[src/rtl/parking_gate_sequencer.sv]
// parking_gate_sequencer
// Serialises car entry/exit requests from NUM_GATES gates onto the single event
// interface of the parking occupancy counter. Each request is admitted or rejected
// against the counter's live vacancy/occupancy outputs. The requesting gate then
// receives a one-cycle ack together with an accept flag.
// Transaction flow: IDLE (arbitrate, latch) -> ISSUE (decide, pulse counter)
//                   -> SETTLE (ack gate, rotate pointer) -> IDLE.
// Optional build macro: EXIT_PRIORITY_EN
//   When defined, pending exits win over pending entries. Round robin applies
//   within each set, and both sets share one pointer.
//   When undefined, plain round robin runs over all requests.
module parking_gate_sequencer #(
    parameter int NUM_GATES = 4,
    parameter int CNT_W     = 32
) (
    input  logic                 clk,
    input  logic                 rst_n,
    input  logic [NUM_GATES-1:0] gate_req,
    input  logic [NUM_GATES-1:0] gate_is_exit,
    input  logic [NUM_GATES-1:0] gate_is_uni,
    output logic [NUM_GATES-1:0] gate_ack,
    output logic                 gate_accept,
    input  logic                 uni_is_vacated_space,
    input  logic                 is_vacated_space,
    input  logic [CNT_W-1:0]     uni_parked_car,
    input  logic [CNT_W-1:0]     parked_car,
    output logic                 car_entered,
    output logic                 is_uni_car_enterd,
    output logic                 car_exited,
    output logic                 is_uni_car_exited,
    output logic                 busy
);

    localparam int IDX_W = (NUM_GATES > 1) ? $clog2(NUM_GATES) : 1;

    typedef enum logic [1:0] {
        ST_IDLE   = 2'd0,
        ST_ISSUE  = 2'd1,
        ST_SETTLE = 2'd2
    } state_e;

    // First requesting gate found when scanning upward from ptr, with wrap-around.
    function automatic logic [IDX_W-1:0] rr_pick(input logic [NUM_GATES-1:0] req,
                                                 input logic [IDX_W-1:0]     ptr);
        logic [IDX_W-1:0] win;
        logic [IDX_W:0]   sum;
        logic             found;
        win   = '0;
        found = 1'b0;
        for (int i = 0; i < NUM_GATES; i++) begin
            sum = {1'b0, ptr} + (IDX_W+1)'(i);
            if (sum >= (IDX_W+1)'(NUM_GATES)) begin
                sum = sum - (IDX_W+1)'(NUM_GATES);
            end else begin
                sum = sum;
            end
            if (!found && req[sum[IDX_W-1:0]]) begin
                win   = sum[IDX_W-1:0];
                found = 1'b1;
            end else begin
                win   = win;
            end
        end
        return win;
    endfunction

    state_e               state_q, state_d;
    logic [IDX_W-1:0]     idx_q, idx_d;
    logic [IDX_W-1:0]     rr_ptr_q, rr_ptr_d;
    logic                 is_exit_q, is_exit_d;
    logic                 is_uni_q, is_uni_d;
    logic                 ok_q, ok_d;
    logic [NUM_GATES-1:0] gate_ack_q, gate_ack_d;
    logic                 gate_accept_q, gate_accept_d;
    logic                 car_entered_q, car_entered_d;
    logic                 uni_entered_q, uni_entered_d;
    logic                 car_exited_q, car_exited_d;
    logic                 uni_exited_q, uni_exited_d;
    logic                 busy_q, busy_d;
    logic [NUM_GATES-1:0] pick_req_s;
    logic [IDX_W-1:0]     win_s;
    logic                 ok_s;

    // Select the request set that takes part in arbitration and pick the winner.
    always_comb begin
        pick_req_s = gate_req;
`ifdef EXIT_PRIORITY_EN
        if ((gate_req & gate_is_exit) != {NUM_GATES{1'b0}}) begin
            pick_req_s = gate_req & gate_is_exit;
        end else begin
            pick_req_s = gate_req;
        end
`endif
        win_s = rr_pick(pick_req_s, rr_ptr_q);
    end

    // Admission decision for the latched event, using the counter's current outputs.
    always_comb begin
        ok_s = 1'b0;
        if (is_exit_q) begin
            ok_s = is_uni_q ? (uni_parked_car != {CNT_W{1'b0}})
                            : (parked_car != {CNT_W{1'b0}});
        end else begin
            ok_s = is_uni_q ? uni_is_vacated_space : is_vacated_space;
        end
    end

    // Next-state logic and next values of all registered outputs.
    always_comb begin
        state_d       = state_q;
        idx_d         = idx_q;
        rr_ptr_d      = rr_ptr_q;
        is_exit_d     = is_exit_q;
        is_uni_d      = is_uni_q;
        ok_d          = ok_q;
        gate_ack_d    = {NUM_GATES{1'b0}};
        gate_accept_d = 1'b0;
        car_entered_d = 1'b0;
        uni_entered_d = 1'b0;
        car_exited_d  = 1'b0;
        uni_exited_d  = 1'b0;
        case (state_q)
            ST_IDLE: begin
                if (|gate_req) begin
                    idx_d     = win_s;
                    is_exit_d = gate_is_exit[win_s];
                    is_uni_d  = gate_is_uni[win_s];
                    state_d   = ST_ISSUE;
                end else begin
                    state_d   = ST_IDLE;
                end
            end
            ST_ISSUE: begin
                ok_d          = ok_s;
                car_entered_d = ok_s & ~is_exit_q;
                uni_entered_d = ok_s & ~is_exit_q & is_uni_q;
                car_exited_d  = ok_s & is_exit_q;
                uni_exited_d  = ok_s & is_exit_q & is_uni_q;
                state_d       = ST_SETTLE;
            end
            ST_SETTLE: begin
                gate_ack_d[idx_q] = 1'b1;
                gate_accept_d     = ok_q;
                if (idx_q == IDX_W'(NUM_GATES - 1)) begin
                    rr_ptr_d = {IDX_W{1'b0}};
                end else begin
                    rr_ptr_d = idx_q + IDX_W'(1);
                end
                state_d = ST_IDLE;
            end
            default: begin
                state_d = ST_IDLE;
            end
        endcase
        busy_d = (state_d != ST_IDLE);
    end

    // State, latched transaction context and output registers.
    always_ff @(posedge clk or negedge rst_n) begin
        if (!rst_n) begin
            state_q       <= ST_IDLE;
            idx_q         <= {IDX_W{1'b0}};
            rr_ptr_q      <= {IDX_W{1'b0}};
            is_exit_q     <= 1'b0;
            is_uni_q      <= 1'b0;
            ok_q          <= 1'b0;
            gate_ack_q    <= {NUM_GATES{1'b0}};
            gate_accept_q <= 1'b0;
            car_entered_q <= 1'b0;
            uni_entered_q <= 1'b0;
            car_exited_q  <= 1'b0;
            uni_exited_q  <= 1'b0;
            busy_q        <= 1'b0;
        end else begin
            state_q       <= state_d;
            idx_q         <= idx_d;
            rr_ptr_q      <= rr_ptr_d;
            is_exit_q     <= is_exit_d;
            is_uni_q      <= is_uni_d;
            ok_q          <= ok_d;
            gate_ack_q    <= gate_ack_d;
            gate_accept_q <= gate_accept_d;
            car_entered_q <= car_entered_d;
            uni_entered_q <= uni_entered_d;
            car_exited_q  <= car_exited_d;
            uni_exited_q  <= uni_exited_d;
            busy_q        <= busy_d;
        end
    end

    assign gate_ack          = gate_ack_q;
    assign gate_accept       = gate_accept_q;
    assign car_entered       = car_entered_q;
    assign is_uni_car_enterd = uni_entered_q;
    assign car_exited        = car_exited_q;
    assign is_uni_car_exited = uni_exited_q;
    assign busy              = busy_q;

endmodule

[config.mk]
export PLATFORM = sky130hd
export DESIGN_NAME = parking_gate_sequencer
export DESIGN_NICKNAME = d
export VERILOG_FILES = /design/src/rtl/parking_gate_sequencer.sv
export SDC_FILE = /design/constraint.sdc
export NUM_CORES = 1
export LEC_CHECK = 0
export ABC_AREA = 1
export CAP_MARGIN = 5
export CORE_UTILIZATION = 32
export CTS_BUF_LIST = sky130_fd_sc_hd__clkbuf_16
export DETAILED_ROUTE_END_ITERATION = 6
export PLACE_DENSITY = 0.77
export SETUP_SLACK_MARGIN = 0.02
export SYNTH_ARGS = -nofsm -noshare
export SYNTH_HDL_FRONTEND = slang
export SYNTH_SLANG_ARGS = --single-unit
export TNS_END_PERCENT = 5
[constraint.sdc]
create_clock -name clk -period 1.61 [get_ports clk]
set_input_delay 0.322 -clock clk [delete_from_list [all_inputs] [get_ports clk]]
set_output_delay 0.322 -clock clk [all_outputs]
set_load 0.01 [all_outputs]
# Word level (Yosys, flattened, before mapping)
# Cells that the tools add are included.
# op_classes
add_sub_neg	8
magnitude_cmp	11
n_eq_ne	3
mux	37
bitwise_logic	5
reduce_logical	13
# op_table
op	count
$reduce_bool A32 Y1	2
$mux W1	19
$lt A2 B3 Y1 const B	6
$mux W2	9
$bmux W1 S2	6
$ge A3 B3 Y1 const B	3
$sub A2 B1 Y2 const B	4
$add A2 B2 Y3 const B	2
$and A1 B1 Y1	4
$eq A2 B2 Y1 const B	2
$logic_and A1 B1 Y1	4
$mux W4	1
$pmux W2 S2	1
$reduce_or A4 Y1	1
$add A2 B1 Y3 const B	1
$ge A2 B3 Y1 const B	1
$logic_not A1 Y1	3
$add A2 B1 Y2 const B	1
$demux W1 S2	1
$eq A2 B1 Y1 const B	1
$ge A2 B1 Y1 const B	1
$logic_not A2 Y1	1
$reduce_and A2 Y1	1
$reduce_bool A2 Y1	1
$not A1 Y1	1
# word_totals
register_bits	19
in_bits	80
output_inout_bits	10
word_cells	90

# Logic depth before layout (Yosys ltp)
# depth
word_depth	16
mapped_depth	15
depth_no_buf	15

# Least setup slack after synthesis
# OpenSTA, ideal clock, no wires.
# synth_path
path_kind	flip-flop to flip-flop
startpoint	register rr_ptr_q[0]
endpoint	register is_exit_q
setup_time_ps	117
t_arrival_ps	1395
t_required_ps	1493
setup_slack_ps	99
path_stages_with_launch	16
n_path_buf	1
synth_period_minus_slack_ps	1511
cell_sequence	dfrtp_1 > buf_6 > nand2_2 > nand3_2 > nand2_2 > clkinv_2 > nand2_1 > nand2_1 > nand2_1 > nand2_2 > nand2_2 > nand2_1 > nand3_1 > nand2_1 > nand2_1 > nand2_1
# synth_via
elab_chain_cells	16
word_cells_on_any_way	38
classes_between	add/sub: 7; order compare: 4; mux: 21; reduce/logical: 6
# synth_lines
element	line	source
from (decl)	69	logic [IDX_W-1:0] rr_ptr_q, rr_ptr_d;
from (signal assigned)	163	rr_ptr_q <= {IDX_W{1'b0}};
from (signal assigned)	177	rr_ptr_q <= rr_ptr_d;
parallel branches: the longest is 13 deep, another holds $add A2 B1 Y3	-	
$mux W2 (*)	57	if (!found && req[sum[IDX_W-1:0]]) begin
$bmux W1 S2 (*)	126	is_exit_d = gate_is_exit[win_s];
$mux W1 (implied by the code) (*)	126	
to (signal assigned)	178	is_exit_q <= is_exit_d;
to (decl)	70	logic is_exit_q, is_exit_d;
# Mark *: on every way between the ends. The select of a mux whose other input is x is not followed.
# A chain may end at the register's enable or synchronous reset.

# Final worst setup path
# layout_path
startpoint	register rr_ptr_q[0]
endpoint	register is_uni_q
# layout_via
elab_chain_cells	16
word_cells_on_any_way	38
classes_between	add/sub: 7; order compare: 4; mux: 21; reduce/logical: 6
# layout_lines
element	line	source
parallel branches: the longest is 13 deep, another holds $add A2 B1 Y3	-	
$mux W2 (*)	57	
$bmux W1 S2 (*)	127	is_uni_d = gate_is_uni[win_s];
$mux W1 (implied by the code) (*)	127	
to (signal assigned)	179	is_uni_q <= is_uni_d;
to (decl)	71	logic is_uni_q, is_uni_d;
# Marked as above.

==> results.md <==
• setup slack at placement: -0.356 ns
• failing checks: setup timing
• most frequent standard cell in the layout excluding fill and tap cells: sky130_fd_sc_hd__clkdlybuf4s50_1
• highest-count cells in the layout ignoring fill and taps: sky130_fd_sc_hd__clkdlybuf4s50_1, sky130_fd_sc_hd__nand2_1, sky130_fd_sc_hd__inv_1
• slew of the pin with the lowest slew margin: 0.296 ns
• total power density per cell area: 1440 mW/mm^2
• number of antenna diodes: 0
• static leakage power: 0.00119 uW
• min cycle time layout: 1.71 ns
• CTS Root Buffer Type: sky130_fd_sc_hd__clkbuf_16
• element type at the critical path start: register
• hold_buf cts: 0
• die area: 0.00435 sq mm
• number of nets in the final layout: 374
• maximum count of clock buffers along a single path: 2
• arrival time at the worst endpoint: 1.85 ns
• global-route wire length before repair: 5810 um
• number of buffers created by CTS: 3
• post-route clock period utilization: 106%
• Sw Pwr: 1630 uW
• DRC violations left: 0
• register share of total power: 21.1%
• initial drt markers: 63
• Die Y-Extent: 65.9 um
• sequential share of the synthesized area: 36.4%
• fin worst setup slack: -0.104 ns
• area of the mapped netlist: 0.00131 sq mm
• I/O pin cnt: 90
• global routing usage summed across all routing layers: 17.4%
• DRT Wirelength: 4340 um
• number of antenna violations at the first check in global routing: 0
• H-tree depth: 1
• class of the tightest hold or removal check: in -> async
• CTS tree: done
• Avg WL per Cell: 12.9 um
• share of total power in the clock network: 13.1%
• endpoints failing setup: 3
• initial core utilization: 34.4%
• register clock-pin slew on the reported worst setup and hold paths: 0.05 ns
• number of vias per cell after detailed routing: 4.62
• mean cell area of the mapped netlist: 7.07 sq um
• timing-limited maximum frequency: 584 MHz
• TNS Setup: -0.274 ns
• count of maximum capacitance violations: 0
• max-slew headroom at the worst pin: 80.1%
• area growth from synthesis to layout: 98.5%
• Cells after Synth: 185
• total half-perimeter wirelength after legalization and detailed placement: 3320 um
• grt ovf: 0
• cell area reported after detailed placement: 0.00232 sq mm
• Port Buf Inserts: 89
• Overall Power: 3730 uW
• count of nets left with antenna violations after detail routing: 0
• Yosys Warn Count: 0
• count of unique library cells instantiated by Yosys: 23
• critical path class: reg -> reg
• outcome: complete, but fails checks
• number of global-route vias before repair: 1357
• highest ir drop seen on vdd: 855 uV
• number of placed instances, taps included: 329
• fin area: 0.00259 sq mm
• largest net degree at the start of global routing: 20
• Fin. Hold Viols: 0
• share of total power consumed by net switching: 43.8%
• cell internal pwr: 2090 uW
• cell count of the worst reg-to-reg path: 15
• Layout Skew: 0.000876 ns
• Floorplan Core Area: 0.00380 sq mm
• unrepaired setup endpoints after global routing: yes
• cell row count: 22
• clk sink count: 19
• WP data required: 1.75 ns
• router iterations before antenna repair: 4
• CP endpoint kind: register
• nets in the synthesized netlist: 269
• non-filler cells, final: 337
• max-slew violations: 0
• die span in x: 65.9 um
• combinational cell fraction of total power: 65.8%
• post-synthesis register bit count: 19
• CP Max Fanout: 5
• total number of vias: 1556
• clock latency on the worst-skew pair: 0.25 ns
• fraction of layout cells with a size suffix above 1: 21.5%
• placer's final routability congestion estimate: 0.821
cell families (layout without fill, tap and decap cells):
logic type	after synthesis	count (layout)	synth area share [%]
and+or+nand+nor	121	121	45.7
buffers and inverters	33	137	10.1
DFF	19	19	36.4
AOI/OAI and AO/OA	7	7	3.16
adders and majority gates	4	4	3.83
muxes	1	1	0.766
power groups by stage:
stage	clock network (uW)	logic [uW]	registers, uW
after floorplan	0	1190	788
after global placement	0	1880	769
after detailed placement	0	1900	772
after CTS	500	1960	764
after global routing	520	2700	808
final	487	2450	786
worst paths after layout:
check                                           to  slack, ns                    start
max in group asynchronous  rr_ptr_q[0]$_DFFE_PN0P_       0.99                    rst_n
setup / recovery              is_uni_q$_DFFE_PN0P_      -0.10  rr_ptr_q[0]$_DFFE_PN0P_
hold / removal               gate_ack[0]$_DFF_PN0_       0.41                    rst_n
min in group clk              state_q[1]$_DFF_PN0_       0.43     state_q[1]$_DFF_PN0_
setup reg to reg              is_uni_q$_DFFE_PN0P_      -0.10  rr_ptr_q[0]$_DFFE_PN0P_
hold reg to reg               state_q[1]$_DFF_PN0_       0.43     state_q[1]$_DFF_PN0_
cell type report:
class / count / area (sq um)
multi-input cells: 133 / 836
clock inverters: 1 / 3.75
fillers: 314 / 1200
clock buffers: 3 / 75.1
inverters: 32 / 130
well taps: 48 / 60.1
repair buffers: 101 / 1010
flip-flops and latches: 19 / 477
timing repair:
item / CTS / global route
gates resized for setup: 13 / 36
cloned: 0 / 1
pin swaps: 7 / 20
setup endpoints to repair: 4 / 5
setup buffers: 0 / 3
Yosys cell counts (all sizes together):
cell type  count  share of area [%]
clkinv         1               0.38
nor2          17                5.3
nor4          16                7.7
o21ai          5                2.2
nor3           2               0.77
nand3         16                7.8
ha             4                3.8
o21bai         1               0.57
buf            1               0.86
a21oi          1               0.38
mux2i          1               0.77
inv           31                8.9
and3           1               0.48
nand4          5                2.9
nand2         64                 21
dfrtp         19                 36
per-stage QoR:
stage	utilization (%)	hold WS, ns
2_1_floorplan	-	0.0264
3_5_place_dp	61.1	0.427
4_1_cts	63.4	0.419
6_report	68.3	0.410
3_3_place_gp	61.1	0.425
5_1_grt	68.3	0.432
registers in the layout, summed over array words and instances, names as in the netlist:
name,cells
rr_ptr_q,2
gate_accept,1
busy,1
is_exit_q,1
car_exited,1
gate_ack,4
ok_q,1
is_uni_q,1
idx_q,2
car_entered,1
is_uni_car_enterd,1
state_q,2
is_uni_car_exited,1
worst max-delay path, stage by stage (launching register included):
cell,delay (ns)
sky130_fd_sc_hd__dfrtp_2,0.46
sky130_fd_sc_hd__buf_12,0.16
sky130_fd_sc_hd__nand2_4,0.06
sky130_fd_sc_hd__nand3_2,0.09
sky130_fd_sc_hd__nand2_4,0.11
sky130_fd_sc_hd__clkinv_4,0.08
sky130_fd_sc_hd__nand2_2,0.06
sky130_fd_sc_hd__nand2_1,0.04
sky130_fd_sc_hd__nand2_1,0.06
sky130_fd_sc_hd__nand2_2,0.09
sky130_fd_sc_hd__nand2_4,0.10
sky130_fd_sc_hd__nand2_1,0.05
sky130_fd_sc_hd__nand3_1,0.07
sky130_fd_sc_hd__nand2_1,0.05
sky130_fd_sc_hd__nand2_1,0.05
sky130_fd_sc_hd__nand2_1,0.04
metal layers:
metal	share of wire (%)	up-vias	GRT usage (%)	wire length, um
met5	0	-	0	0
met4	1.2	0	3.80	54
met3	4.3	7	3.45	188
met2	53	45	29.3	2290
met1	42	698	22.6	1810
li1	-	806	-	-
No activity file was read; power rests on OpenSTA's default activity.
==> patch 1 (same flow settings) <==
Add a define of `EXIT_PRIORITY_EN`.
--- a/src/rtl/parking_gate_sequencer.sv
+++ b/src/rtl/parking_gate_sequencer.sv
@@ -9,6 +9,8 @@
 //   When defined, pending exits win over pending entries. Round robin applies
 //   within each set, and both sets share one pointer.
 //   When undefined, plain round robin runs over all requests.
+`define EXIT_PRIORITY_EN
+
 module parking_gate_sequencer #(
     parameter int NUM_GATES = 4,
     parameter int CNT_W     = 32
Function: changed (a bounded check fails within 4 cycles, from zero or initial values and one cycle with rst_n low).
==> patch 1 against the unedited design <==
The run still ends with negative setup slack left. Sequential cell count unchanged. Final area increased by 13%. Worst setup slack got worse by 0.011 ns. Critical path depth increased by 2. Total power increased by 11%. Synthesized cell count decreased by 3.2%. Wire length increased by 17%. Area after synthesis increased by 2.1%. Sequential power decreased by 3.1%. Worst hold slack improved by 0.0013 ns. Die area increased by 2.0%. Critical path type is now input port to flop. Highest routed layer unchanged.
==> patch 1: results (changes against the unedited design) <==
The core occupancy in the finished layout came out at 73.1% (was 68.3%). The end of the worst register-to-register path is is_exit_q (was is_uni_q). The remaining max-slew budget at the tightest pin came out at 80.5% (was 80.1%). The largest clock skew in the final design was 0.00176 ns (was 0.000876 ns). Violated checks: negative setup slack (unchanged). The aggregate negative setup slack came out at -0.231 ns (was -0.274 ns). The number of design-rule violations left by the first detailed-router iteration was 66 (was 63). The fraction of final layout cells with drive strength greater than 1 is 34.4% (was 21.5%). Area contributors post-synth: sky130_fd_sc_hd__dfrtp_1 36%, sky130_fd_sc_hd__nand2_1 13%, sky130_fd_sc_hd__nand3_1 9.7%, sky130_fd_sc_hd__nor4_1 7.5%, sky130_fd_sc_hd__inv_1 5.3% (was sky130_fd_sc_hd__dfrtp_1 36%, sky130_fd_sc_hd__nand2_1 15%, sky130_fd_sc_hd__inv_1 8.3%, sky130_fd_sc_hd__nor4_1 7.7%, sky130_fd_sc_hd__nand2_2 6.2%).

The total area of multi-input combinational cells is 0.00102 mm² (was 836 µm²). The multi-input combinational cell count is 137 (was 133). The met2 track demand over resource came to 42.9% (was 29.3%). The buffer count excluding the clock tree in the final layout is 123 (was 101). The share of the synthesized area in compound gates (AO/OA/AOI/OAI) is 2.53% (was 3.16%).

The routed length on met3 is 159 µm (was 188 µm). The met1 track demand over resource came out at 24.9% (was 22.6%). The worst hold margin came out at 0.412 ns (was 0.410 ns). The final routed wire length divided by cell count is 14.3 µm (was 12.9 µm). The path type of the worst setup path is input port to flop (was flop to flop). The routed metal-1 wirelength is 1.86 mm (was 1.81 mm). The cell area after placement is 0.00244 mm² (was 0.00232 mm²). The HPWL after detailed placement is 3.64 mm (was 3.32 mm). The weighted congestion reported at the end of routability-driven placement came out at 0.926 (was 0.821). The vias after detailed routing came to 1748 (was 1556). The final critical-path setup slack came out at -0.115 ns (was -0.104 ns). The share of synthesized cell area in full adder, half adder and majority cells is 3.75% (was 3.83%).

The xor and xnor area share after synthesis is 0.656% (was 0%). The delay of the slowest critical-path stage came out at 0.25 ns (was 0.46 ns). The clock network area share is 2.70% (was 3.04%).

The count of inverters other than clock inverters in the layout is 22 (was 32). The number of endpoints failing setup at the final stage came to 3 (unchanged). The number of nets in the finished design came to 390 (was 374). The total length of routed met2 wires is 2.84 mm (was 2.29 mm). The met3 track demand over resource came out at 2.74% (was 3.45%).

Result of the run: complete, but fails checks (unchanged). Most frequent cells after synthesis: 47 x sky130_fd_sc_hd__nand2_1, 26 x sky130_fd_sc_hd__nand3_1, 19 x sky130_fd_sc_hd__dfrtp_1, 19 x sky130_fd_sc_hd__inv_1, 16 x sky130_fd_sc_hd__nor4_1 (was 51 x sky130_fd_sc_hd__nand2_1, 29 x sky130_fd_sc_hd__inv_1, 19 x sky130_fd_sc_hd__dfrtp_1). The worst-path cell with the longest stage delay is sky130_fd_sc_hd__nor2_4 (was sky130_fd_sc_hd__dfrtp_2).
## patch 1: cell count changes after synthesis, moves of 2 or more
cell,unedited run,this run
sky130_fd_sc_hd__nand3_1,13,26
sky130_fd_sc_hd__inv_1,29,19
sky130_fd_sc_hd__nand2_2,13,8
sky130_fd_sc_hd__nand2_1,51,47
sky130_fd_sc_hd__nor2_1,15,11
sky130_fd_sc_hd__nand3_2,2,5
sky130_fd_sc_hd__nand2_4,0,2
sky130_fd_sc_hd__nand4_1,4,6
## patch 1: where the power goes
part	switching, µW	internal, µW	leakage, µW	total (µW)
Sequential	112	650	0.000247	762
Clock	158	330	0.0000423	488
Combinational	1590	1300	0.00106	2890
Total	1860	2280	0.00135	4140
## patch 1: worst min path at each step
stage / end / cells past startpoint
global route: car_entered / 2
CTS: gate_ack[2] / 2
floorplan: busy / 0
global placement: state_q[1] / 1
detailed placement: state_q[1] / 1
finish: gate_ack[2] / 2
## patch 1: metrics by stage
step	instances	setup WS (ns)
global placement	336	-0.550
global route	355	-0.206
detailed placement	336	-0.636
CTS	348	-0.0704
finish	355	-0.115
floorplan	179	0.0260
## patch 1: logic make-up (layout without fill, tap and decap cells)
group / after synthesis / after routing
buffers and inverters: 23 / 149
adder cells (fa/ha/maj): 4 / 4
flip-flops: 19 / 19
XOR/XNOR: 1 / 1
AO/OA/AOI/OAI: 6 / 6
AND/OR/NAND/NOR: 126 / 126
## patch 1: critical path, delay by kind of cell
| family | cells | cell delay (ns) |
|---|---|---|
| buf+inv | 2 | 0.20 |
| simple gates | 15 | 1.36 |
## patch 1: timing repair
action	CTS	global route
gates resized for setup	58	51
buffers inserted	8	7
pin swaps	26	36
endpoints found under the setup margin	6	7
==> patch 2 (same settings) <==
Made on the original files. Reset style: synchronous (`rst_n`), changed in one clocked block.
--- a/src/rtl/parking_gate_sequencer.sv
+++ b/src/rtl/parking_gate_sequencer.sv
@@ -156,7 +156,7 @@
     end
 
     // State, latched transaction context and output registers.
-    always_ff @(posedge clk or negedge rst_n) begin
+    always_ff @(posedge clk) begin
         if (!rst_n) begin
             state_q       <= ST_IDLE;
             idx_q         <= {IDX_W{1'b0}};
Behaviour: differs if rst_n is asserted again (counterexample within 4 cycles, from zero or initial values and one cycle with rst_n low); with rst_n held inactive, the same outputs for 10 cycles.
==> patch 2 against the unedited design <==
Sequential share of layout area is 2.9 points lower. Final area down 4.3%. Wire length down 8.2%. Area after synthesis shrank 3.6%. The flow still finishes with violations (negative setup slack). Largest cell class unchanged. Highest routed layer unchanged. Sequential cell count is the same. Worst setup slack better by 0.050 ns.
Power is not compared: it rests on default switching activity, and its combinational part moved more than twofold at a synthesized area within 25%.
==> patch 2: results (changes against the unedited design) <==
The total global routing track utilization is 19.8% (was 17.4%). The delay of the slowest critical-path stage came out at 0.33 ns (was 0.46 ns). Result of the run: complete, but fails checks (unchanged). The number of endpoints failing setup at the final stage is 2 (was 3). The post-synth net total is 261 (was 269). The largest clock skew in the final design is 0.000911 ns (was 0.000876 ns). The final critical-path setup slack came to -0.0537 ns (was -0.104 ns).

The remaining max-slew budget at the tightest pin was 77.3% (was 80.1%). The proportion of synthesized flip-flops having asynchronous set or reset came to 0% (was 100%). The fraction of final layout cells with drive strength greater than 1 is 21.5% (about the same). Most frequent cells after synthesis: 36 x sky130_fd_sc_hd__nand2_1, 25 x sky130_fd_sc_hd__inv_1, 19 x sky130_fd_sc_hd__dfxtp_1 (was 51 x sky130_fd_sc_hd__nand2_1, 29 x sky130_fd_sc_hd__inv_1, 19 x sky130_fd_sc_hd__dfrtp_1). The top flip-flop cell by instance count after synthesis is sky130_fd_sc_hd__dfxtp_1 (was sky130_fd_sc_hd__dfrtp_1). Violated checks: negative setup slack (unchanged). The clock latency of the later-clocked register in the worst-skew pair is 0.25 ns (about the same). Area contributors post-synth: sky130_fd_sc_hd__dfxtp_1 30%, sky130_fd_sc_hd__nand2_1 11%, sky130_fd_sc_hd__nor4_1 8.4%, sky130_fd_sc_hd__inv_1 7.4%, sky130_fd_sc_hd__nand2_2 5.5% (was sky130_fd_sc_hd__dfrtp_1 36%, sky130_fd_sc_hd__nand2_1 15%, sky130_fd_sc_hd__inv_1 8.3%, sky130_fd_sc_hd__nor4_1 7.7%, sky130_fd_sc_hd__nand2_2 6.2%). The class of the tightest hold or removal check is flop to flop (was input port to asynchronous set/reset pin). The sequential area share after synthesis came out at 30.2% (was 36.4%).

The wire length after detailed routing came to 3.99 mm (was 4.34 mm). The worst-path cell with the longest stage delay is sky130_fd_sc_hd__dfxtp_2 (was sky130_fd_sc_hd__dfrtp_2). The total instance count after detailed placement came out at 324 (was 329). The cell area after placement is 0.00228 mm² (was 0.00232 mm²). The HPWL after detailed placement is 3.16 mm (was 3.32 mm). The count of distinct cell types in the synthesized netlist came to 25 (was 23). The post-detailed-route via-to-cell ratio was 4.55 (was 4.62). The critical-path maximum fanout is 8 (was 5).

The number of nets in the finished design was 369 (was 374). The weighted congestion reported at the end of routability-driven placement is 0.904 (was 0.821). The pin count of the biggest net entering global routing was 12 (was 20). The number of standard cells after synthesis came to 177 (was 185). The number of iterations in the first detailed-routing pass was 5 (was 4).

The clock-pin slew on the worst setup and hold paths was 0.05 ns (about the same). The worst endpoint data arrival time came out at 1.79 ns (was 1.85 ns). The wire length of the first global-routing pass was 6.49 mm (was 5.81 mm). The maximum level of the CTS H-tree is 1 (unchanged). The number of design-rule violations left by the first detailed-router iteration was 46 (was 63). The final routed wire length divided by cell count is 12.0 µm (was 12.9 µm). The via count of the first global-routing pass came out at 1451 (was 1357).
==> patch 2: changes by cell type after synthesis, sizes merged, moves of 2 or more <==
cell	change
dfxtp	+19
a21oi	+3
dfrtp	-19
a211oi	+2
inv	-3
nor2	+5
nand2	-12
==> patch 2: metrics by stage <==
step	TNS [ns]	setup slack [ns]	hold slack [ns]	total power, µW	utilization (%)
after global routing	-0.346	-0.122	0.445	1810	66.8
final	-0.0642	-0.0537	0.437	1700	66.8
after detailed placement	-1.82	-0.390	0.421	1150	61.4
after floorplan	0	0.110	0.405	851	-
after global placement	-1.73	-0.350	0.420	1140	61.4
after CTS	0	0.00602	0.430	1680	65.4
==> patch 2: power groups by stage <==
stage               sequential, µW  combinational, µW  clock (µW)
floorplan                      541                310           0
global placement               542                602           0
detailed placement             542                608           0
CTS                            534                640         506
global route                   540                732         535
finish                         534                665         500
==> patch 2: final cells by class <==
class,instances,area (µm²)
fill,311,1230
timing repair buffer,104,1010
multi-input combinational,129,841
sequential,19,383
inverter,28,113
clock buffer,3,75.1
tap,48,60.1
clock inverter,1,5.00
==> patch 2: path summary, 6_finish.rpt <==
kind	cells past startpoint	startpoint	end
setup / recovery	13	rr_ptr_q[0]	idx_q[0]
hold / removal	2	ok_q	gate_accept
setup reg to reg	13	rr_ptr_q[0]	idx_q[0]
hold reg to reg	2	ok_q	gate_accept
==> patch 2: layer usage <==
metal / share of wire [%] / up-vias / track usage, %
met5: 0 / - / 0
met4: 2.3 / 0 / 6.11
met2: 50 / 46 / 32.8
met1: 44 / 652 / 25.4
met3: 4.4 / 12 / 4.23
li1: - / 800 / -
==> patch 2: repair_timing <==
| item | CTS | global route |
|---|---|---|
| endpoints found under the setup margin | 4 | 7 |
| resized for setup | 19 | 9 |
| setup buffers | 3 | 1 |
| pin swaps | 7 | 5 |
==> patch 2: worst reg2reg max path, delay by kind of cell, from the launching register on <==
kind	cells	cell delay [ns]
compound gates	1	0.23
buf+inv	3	0.29
flops	1	0.33
simple gates	9	0.69
==> patch 2: kinds of logic (layout without fill, tap and decap cells) <==
group	Yosys count	after routing	share of synthesized area (%)
fa+ha+maj	4	4	3.97
compound gates	10	10	4.77
buf+inv	29	136	9.63
simple gates	114	114	50.6
flops	19	19	30.2
mux	1	1	0.794
